<file path="src/rtl/display_scan_if.sv">
// Digit-data, enable and display-drive bundle for the multiplexed 7-segment scanner.
// The counter side is the master; display_scan is the slave.
interface display_scan_if;
    logic [3:0] Qdata3_in;
    logic [3:0] Qdata2_in;
    logic [3:0] Qdata1_in;
    logic [3:0] Qdata0_in;
    logic       ena_disp;
    logic [6:0] seg_out;
    logic [3:0] an_out;
    logic       frame_out;

    modport master (
        output Qdata3_in, Qdata2_in, Qdata1_in, Qdata0_in, ena_disp,
        input  seg_out, an_out, frame_out
    );

    modport slave (
        input  Qdata3_in, Qdata2_in, Qdata1_in, Qdata0_in, ena_disp,
        output seg_out, an_out, frame_out
    );
endinterface

</file>
<file path="src/rtl/display_scan.sv">
// Four-digit multiplexed 7-segment scanner with per-frame snapshot and inter-digit blanking.
// Optional macro LEADING_ZERO_BLANK_EN blanks leading zero digits (digit 0 always shown).
module display_scan #(
    parameter int REFRESH_DIV = 50000,
    parameter int BLANK_CYC   = 500
) (
    input  logic         clk_disp,
    input  logic         rst_disp,
    display_scan_if.slave disp
);

    typedef enum logic [1:0] {DIG0 = 2'd0, DIG1 = 2'd1, DIG2 = 2'd2, DIG3 = 2'd3} idx_t;

    localparam logic [15:0] TICK_VAL  = 16'(REFRESH_DIV - 1);
    localparam logic [15:0] BLANK_VAL = 16'(BLANK_CYC);

    logic [15:0] cnt_q, cnt_d;
    idx_t        idx_q, idx_d;
    logic [15:0] snap_q, snap_d;
    logic [6:0]  seg_q, seg_d;
    logic [3:0]  an_q, an_d;
    logic        frame_q, frame_d;
    logic        tick, adv;

    function automatic logic [6:0] bcd_to_seg(input logic [3:0] code);
        logic [6:0] s;
        case (code)
            4'd0:    s = 7'b1000000;
            4'd1:    s = 7'b1111001;
            4'd2:    s = 7'b0100100;
            4'd3:    s = 7'b0110000;
            4'd4:    s = 7'b0011001;
            4'd5:    s = 7'b0010010;
            4'd6:    s = 7'b0000010;
            4'd7:    s = 7'b1111000;
            4'd8:    s = 7'b0000000;
            4'd9:    s = 7'b0010000;
            default: s = 7'b0111111;
        endcase
        return s;
    endfunction

    function automatic logic [6:0] digit_seg(input logic [15:0] snap, input logic [1:0] n);
`ifdef LEADING_ZERO_BLANK_EN
        // Digit n is a leading zero when it and every more-significant digit are zero.
        logic [15:0] upper;
        upper = snap >> {n, 2'b00};
        if ((n != 2'd0) && (upper == 16'd0)) return 7'b1111111;
`endif
        return bcd_to_seg(snap[{n, 2'b00} +: 4]);
    endfunction

    always_comb begin
        tick    = (cnt_q == TICK_VAL);
        adv     = disp.ena_disp && tick;
        cnt_d   = cnt_q;
        idx_d   = idx_q;
        snap_d  = snap_q;
        if (disp.ena_disp) cnt_d = tick ? 16'd0 : cnt_q + 16'd1;
        if (adv) idx_d = idx_t'(idx_q + 2'd1);
        frame_d = adv && (idx_q == DIG3);
        if (frame_d) snap_d = {disp.Qdata3_in, disp.Qdata2_in, disp.Qdata1_in, disp.Qdata0_in};
        // Segments and anode are both derived from next-state so they switch on the same edge.
        seg_d   = digit_seg(snap_d, idx_d);
        an_d    = 4'b1111;
        if (cnt_d >= BLANK_VAL) an_d[idx_d] = 1'b0;
    end

    always_ff @(posedge clk_disp or negedge rst_disp) begin
        if (!rst_disp) begin
            cnt_q   <= 16'd0;
            idx_q   <= DIG0;
            snap_q  <= 16'd0;
            seg_q   <= 7'b1111111;
            an_q    <= 4'b1111;
            frame_q <= 1'b0;
        end else begin
            cnt_q   <= cnt_d;
            idx_q   <= idx_d;
            snap_q  <= snap_d;
            seg_q   <= seg_d;
            an_q    <= an_d;
            frame_q <= frame_d;
        end
    end

    // Disable darkens the anodes at once; the held anode state returns unchanged on resume.
    assign disp.an_out    = an_q | {4{~disp.ena_disp}};
    assign disp.seg_out   = seg_q;
    assign disp.frame_out = frame_q;

endmodule
</file>
<file path="src/flat_wrapper.sv">
// flat-port wrapper written by rule: the top's interface ports become plain ports
module display_scan_flat 
#(
    parameter int REFRESH_DIV = 50000,
    parameter int BLANK_CYC   = 500
)
  (clk_disp, rst_disp, disp_Qdata3_in, disp_Qdata2_in, disp_Qdata1_in, disp_Qdata0_in, disp_ena_disp, disp_seg_out, disp_an_out, disp_frame_out);
  display_scan_if disp_i ();
  input  logic clk_disp;
  input  logic rst_disp;
  input wire logic [$bits(disp_i.Qdata3_in)-1:0] disp_Qdata3_in;
  input wire logic [$bits(disp_i.Qdata2_in)-1:0] disp_Qdata2_in;
  input wire logic [$bits(disp_i.Qdata1_in)-1:0] disp_Qdata1_in;
  input wire logic [$bits(disp_i.Qdata0_in)-1:0] disp_Qdata0_in;
  input wire logic [$bits(disp_i.ena_disp)-1:0] disp_ena_disp;
  output wire logic [$bits(disp_i.seg_out)-1:0] disp_seg_out;
  output wire logic [$bits(disp_i.an_out)-1:0] disp_an_out;
  output wire logic [$bits(disp_i.frame_out)-1:0] disp_frame_out;
  assign disp_i.Qdata3_in = disp_Qdata3_in;
  assign disp_i.Qdata2_in = disp_Qdata2_in;
  assign disp_i.Qdata1_in = disp_Qdata1_in;
  assign disp_i.Qdata0_in = disp_Qdata0_in;
  assign disp_i.ena_disp = disp_ena_disp;
  assign disp_seg_out = disp_i.seg_out;
  assign disp_an_out = disp_i.an_out;
  assign disp_frame_out = disp_i.frame_out;
  display_scan #(.REFRESH_DIV(REFRESH_DIV), .BLANK_CYC(BLANK_CYC)) u_core (.clk_disp(clk_disp), .rst_disp(rst_disp), .disp(disp_i));
endmodule
</file>
<file path="config.mk">
export PLATFORM = sky130hd
export DESIGN_NAME = display_scan_flat
export DESIGN_NICKNAME = d
export VERILOG_FILES = /design/src/rtl/display_scan_if.sv /design/src/rtl/display_scan.sv /design/src/flat_wrapper.sv
export SDC_FILE = /design/constraint.sdc
export NUM_CORES = 1
export LEC_CHECK = 0
export CORE_MARGIN = 2
export CORE_UTILIZATION = 60
export CTS_CLUSTER_SIZE = 8
export DETAILED_ROUTE_END_ITERATION = 10
export GPL_ROUTABILITY_DRIVEN = 0
export PLACE_DENSITY = 0.85
export SYNTH_ARGS = -nofsm -noshare
export SYNTH_HDL_FRONTEND = slang
export SYNTH_SLANG_ARGS = --single-unit
</file>
<file path="constraint.sdc">
create_clock -name clk_disp -period 6.2 [get_ports clk_disp]
set_clock_uncertainty 0.15 [all_clocks]
set_input_delay 1.86 -clock clk_disp [delete_from_list [all_inputs] [get_ports clk_disp]]
set_output_delay 1.86 -clock clk_disp [all_outputs]
set_load 0.02 [all_outputs]
</file>
# After elaboration in Yosys (flattened, before gate mapping)
# Memories as Yosys holds them, arrays and structs flattened. A register that Yosys moved wholly into a read port is not among the register bits.
# Index checks and enable logic that the tools add are counted.
[op_classes] n_eq_ne=2 add_sub_neg=2 magnitude_cmp=3 multipliers=0 div_mod_pow=0 shift=1 mux=7 bitwise_logic=3 n_reduce_logical=4
[ops] operator="$mux W16" n=3
[ops] operator="$add A16 B1 Y16 const B" n=1
[ops] operator="$eq A16 B16 Y1 const B" n=1
[ops] operator="$ge A16 B9 Y1 const B" n=1
[ops] operator="$shiftx A16 B5 Y4" n=1
[ops] operator="$mux W4" n=1
[ops] operator="$not A4 Y4" n=1
[ops] operator="$or A4 B4 Y4" n=1
[ops] operator="$logic_and A1 B1 Y1" n=3
[ops] operator="$lt A2 B3 Y1 const B" n=1
[ops] operator="$add A2 B1 Y2 const B" n=1
[ops] operator="$demux W1 S2" n=1
[ops] operator="$eq A2 B2 Y1 const B" n=1
[ops] operator="$ge A2 B1 Y1 const B" n=1
[ops] operator="$mux W2" n=1
[ops] operator="$logic_not A1 Y1" n=1
[ops] operator="$mux W1" n=1
[ops] operator="$not A1 Y1" n=1
[totals] ramBits=0 rom_bits=112 latch_bits=0 memories=1 reg_bits=39
[mem_list] name="(no name shown)" words=16 width=7 read_ports=1 rd_clocked_by_memory_dff=1 write_ports=0 line="display_scan.sv:27" text="case (code)"

# Depth between registers and ports, before layout
[depth] ltp_word=9 ltp_mapped=13

# Worst setup path after synthesis
# OpenSTA, ideal clock, no wires.
[synth_timing] kind="input-to-output" startpoint="input port disp_ena_disp" endpoint="output port disp_an_out[0]" slack_ps=1852 path_buffers=1 required_time_ps=4190 cell_stages=2 arrival_time_ps=2338 cell_sequence="clkbuf_1 -> nand2b_1"
[synth_via] elab_chain_len=2
[synth_lines] item="start: declaration" line="flat_wrapper.sv:15" text="input wire logic [$bits(disp_i.ena_disp)-1:0] disp_ena_disp;"
[synth_lines] item="$not A1 Y1" line="display_scan.sv:88" text="assign disp.an_out = an_q | {4{~disp.ena_disp}};"
[synth_lines] item="$or A4 B4 Y4" line="display_scan.sv:88"
[synth_lines] item="end: declaration" line="flat_wrapper.sv:17" text="output wire logic [$bits(disp_i.an_out)-1:0] disp_an_out;"
# Every way passes these cells.

# Worst setup path in the final report
[layout_timing] startpoint="input port disp_ena_disp" endpoint="register u_core.seg_q[3] (netlist: u_core.disp.seg_out[3])"
[layout_via] elab_chain_len=4
[layout_lines] item="$logic_and A1 B1 Y1" line="display_scan.sv:55" text="adv = disp.ena_disp && tick;"
[layout_lines] item="$logic_and A1 B1 Y1" line="display_scan.sv:61" text="frame_d = adv && (idx_q == DIG3);"
[layout_lines] item="$mux W16" line="display_scan.sv:62" text="if (frame_d) snap_d = {disp.Qdata3_in, disp.Qdata2_in, disp.Qdata1_in, disp.Qdata0_in};"
[layout_lines] item="named net u_core.snap_d[2]" line="display_scan.sv:19" text="logic [15:0] snap_q, snap_d;"
[layout_lines] item="$shiftx A16 B5 Y4" line="display_scan.sv:50" text="return bcd_to_seg(snap[{n, 2'b00} +: 4]);"
[layout_lines] item="end: declaration" line="display_scan.sv:20" text="logic [6:0] seg_q, seg_d;"
# The timed path passes the listed nets, and every way through them passes these cells.

==> summary.md <==
| Metric | Value |
|---|---|
| Max layer used | met4 |
| Max Freq | 0.1896 GHz |
| Vias in the first global route | 1982 |
| Startpoint types | input port |
| Ranking of synthesized cells by area | dfrtp_1 32%, dfstp_2 11%, mux2_2 9.6% |
| Max clock buf depth | 2 |
| VDD IR max | 0.1289 mV |
| R2r setup slk | around 2.1 ns |
| Nets | approximately 300 |
| CTS tree | done |
| Largest net degree at the start of global routing | 47 |
| Synthesis-stage register bit count | 46 |
| First-pass DRT Iterations | 4 |
| Cell variety after synth | 52 |
| Clock Sinks | 46 |
| Vias post-DR | 1938 |
| Syn. warnings | 0 |
| Core area | 0.004354 sq mm |
| Minimum clock period | roughly 5.3 ns |
| Run status | finished, final reports clean |
| Die X | between 70 and 80 microns |
| DIE AREA | slightly above 0.005 sq mm |
| Final Core Density | 71.41% |
| Crit. End Element | flop |
| Met1 Wirelength | 2503 microns |
| Unrepaired setup endpoints after global routing | false |
| Hold buffer count at CTS | 0 |
| Syn nets | 272 |
| Largest area contributor in the netlist | dfrtp_1 |
| Post-synth EDFFs | 0 |
| Worst slew margin | 25.40% |
| Final setup viols | 0 |
| Num rows | 24 |
| Detail Route Antenna Nets | 0 |
| Power Density | 203.9 mW/mm^2 |
| Synth Flop Type | dfrtp_1 |
| Syn Area/Cell | 10.99 sq um |
| IO Count | 31 |
| WP data required | 6.26 ns |
| HP Class | flop to flop |
| Share of flip-flops with an asynchronous set or reset | between 90% and 100% |
| Wire per inst | ~17 microns |
| Num CTS Buffers | 5 |
| Period Utilization, post-route | 85.05% |
| Yosys top cell area share | around a third |
| Total wire length | 5519 microns |
| Initial antenna violation count | 0 |
| Met3 wire length | 176 microns |
| DRT iter0 DRCs | 129 |
| Wire length on met2 | 2745 microns |
| Most frequent cell after synthesis | dfrtp_1 |
| Drc violations | 0 |
| Mapped Cells | between 200 and 250 |
| Pins Over Slew Limit | 0 |
| Max Fanout on Critical Path | 18 |
| All-Layer GR Usage | 23.40% |
| Placed Instances | 317 |
| Hold_ws | about 0.37 ns |
| Leakage power total | between 1 and 1.5 nW |
| Share of cells above drive strength 1 | 21.25% |
| Crit Path Category | input port to flop |
| Antenna cells | 0 |
| Worst Tran Pin Value | roughly 1.1 ns |
| HPWL after detailed placement | roughly 3900 microns |
| Vias/cell | ~6.0 |
| CTS root buffer | clkbuf_8 |
| Initial core utilization | 62.10% |
| Post CTS Setup Buffer Count | 0 |
| Non-Filler Instances | 325 |
| Seq/Total Area, Yosys | 43.08% |
| Die height | approximately 71 microns |
| Setup_tns | 0 ns |
| Crit path DAT | 5.33 ns |
| Commonest cells in the netlist | 35 x dfrtp_1, 23 x mux2_2, 18 x nor2_1, 17 x nand2_1, 12 x xnor2_1 |
| Fin. Hold Viols | 0 |
| Clk_lat worst skew | 0.30 ns |
| CTS resizes | 0 |
| Clock H-tree levels | 2 |
| Max Cap Violations | 0 |
| Final Total Pwr | between 600 and 700 uW |
| Clock-pin slew on the worst setup and hold paths | 0.09 ns |
| First-pass GRT wire length | 9308 microns |
| P&R area growth vs syn | 14.99% |
| Post-Syn Area | 0.002704 sq mm |
| PortBufs | 30 |
| Total grt overflow | 0 |
==> cell families (layout without fill, tap and decap cells) <==
logic type | after synthesis | in the layout | share of synthesized area [%]
compound gates | 25 | 25 | 7.034
xor+xnor | 19 | 19 | 6.155
fa+ha+maj | 7 | 7 | 3.239
buf+inv | 20 | 47 | 3.378
flops | 46 | 46 | 43.08
mux | 38 | 38 | 17.58
simple gates | 91 | 91 | 19.53
==> power breakdown <==
group	leakage [nW]	internal [mW]	switching, mW
registers	0.587	0.322	0.0389
logic	0.734	0.0405	0.0397
clock network	0.0472	0.0897	0.103
total	1.37	0.452	0.182
==> per-stage QoR <==
| stage | setup slack [ns] | area, sq um |
|---|---|---|
| floorplan | 1.852 | 2704 |
| global placement | 0.7703 | 3014 |
| detailed placement | 0.6626 | 3014 |
| CTS | 0.9366 | 3109 |
| global route | 0.7345 | 3109 |
| finish | 0.9271 | 3109 |
==> state kept, by name (all words and copies together), names as in the netlist <==
signal and count:
u_core.an_q 4, u_core.cnt_q 16, u_core.disp.frame_out 1, u_core.disp.seg_out 7
u_core.idx_q 2, u_core.snap_q 16
==> cells in the final DEF, fill, tap and decap left out, types with 2 or more instances in the layout <==
cell type	instances
a21oi_1	7
a22o_1	2
and2_1	4
and3_1	5
and4_1	2
buf_4	2
clkbuf_8	6
clkdlybuf4s50_1	29
dfrtp_1	35
dfstp_2	11
ha_1	7
inv_1	7
mux2_2	23
mux2i_1	10
mux4_2	4
nand2_1	17
nand2b_1	4
nand3_1	8
nand3b_1	2
nand4_1	3
nor2_1	18
nor2b_1	3
nor3_1	6
nor3b_1	2
nor4_1	4
nor4b_1	2
o211ai_1	2
o21ai_0	4
or3_1	2
xnor2_1	12
xor2_1	7
==> worst max-delay path, stage by stage <==
cell	delay [ns]
clkdlybuf4s50_1	0.46
buf_4	0.16
nand3_1	0.16
nor3_1	0.48
nand3_4	0.32
mux2_2	0.35
nor2_1	0.06
o41ai_2	0.95
nor3_1	0.19
a311oi_1	0.33
==> routing by layer <==
layer	vias to the layer above	track usage, %
met4	0	7.757
met2	45	39.25
li1	940	-
met5	-	0
met3	9	3.846
met1	944	31.09
==> final timing paths <==
check,end,from,depth (start not counted)
max reg2reg,u_core.disp.seg_out[3]$_DFF_PN1_,u_core.idx_q[0]$_DFF_PN0_,7
min reg2reg,u_core.snap_q[8]$_DFF_PN0_,u_core.snap_q[8]$_DFF_PN0_,1
min in group asynchronous,u_core.cnt_q[10]$_DFF_PN0_,rst_disp,1
min,u_core.snap_q[8]$_DFF_PN0_,u_core.snap_q[8]$_DFF_PN0_,1
max,u_core.disp.seg_out[3]$_DFF_PN1_,disp_ena_disp,10
max in group asynchronous,u_core.snap_q[15]$_DFF_PN0_,rst_disp,1
==> final cells by class <==
type,instances,area (sq um)
tap,52,65.06
timing repair buffer,32,310.3
multi-input combinational,180,1448
inverter,7,26.28
fill,301,1245
clock buffer,6,82.58
sequential,46,1165
clock inverter,2,12.51
Power figures use the tool's default switching activity.
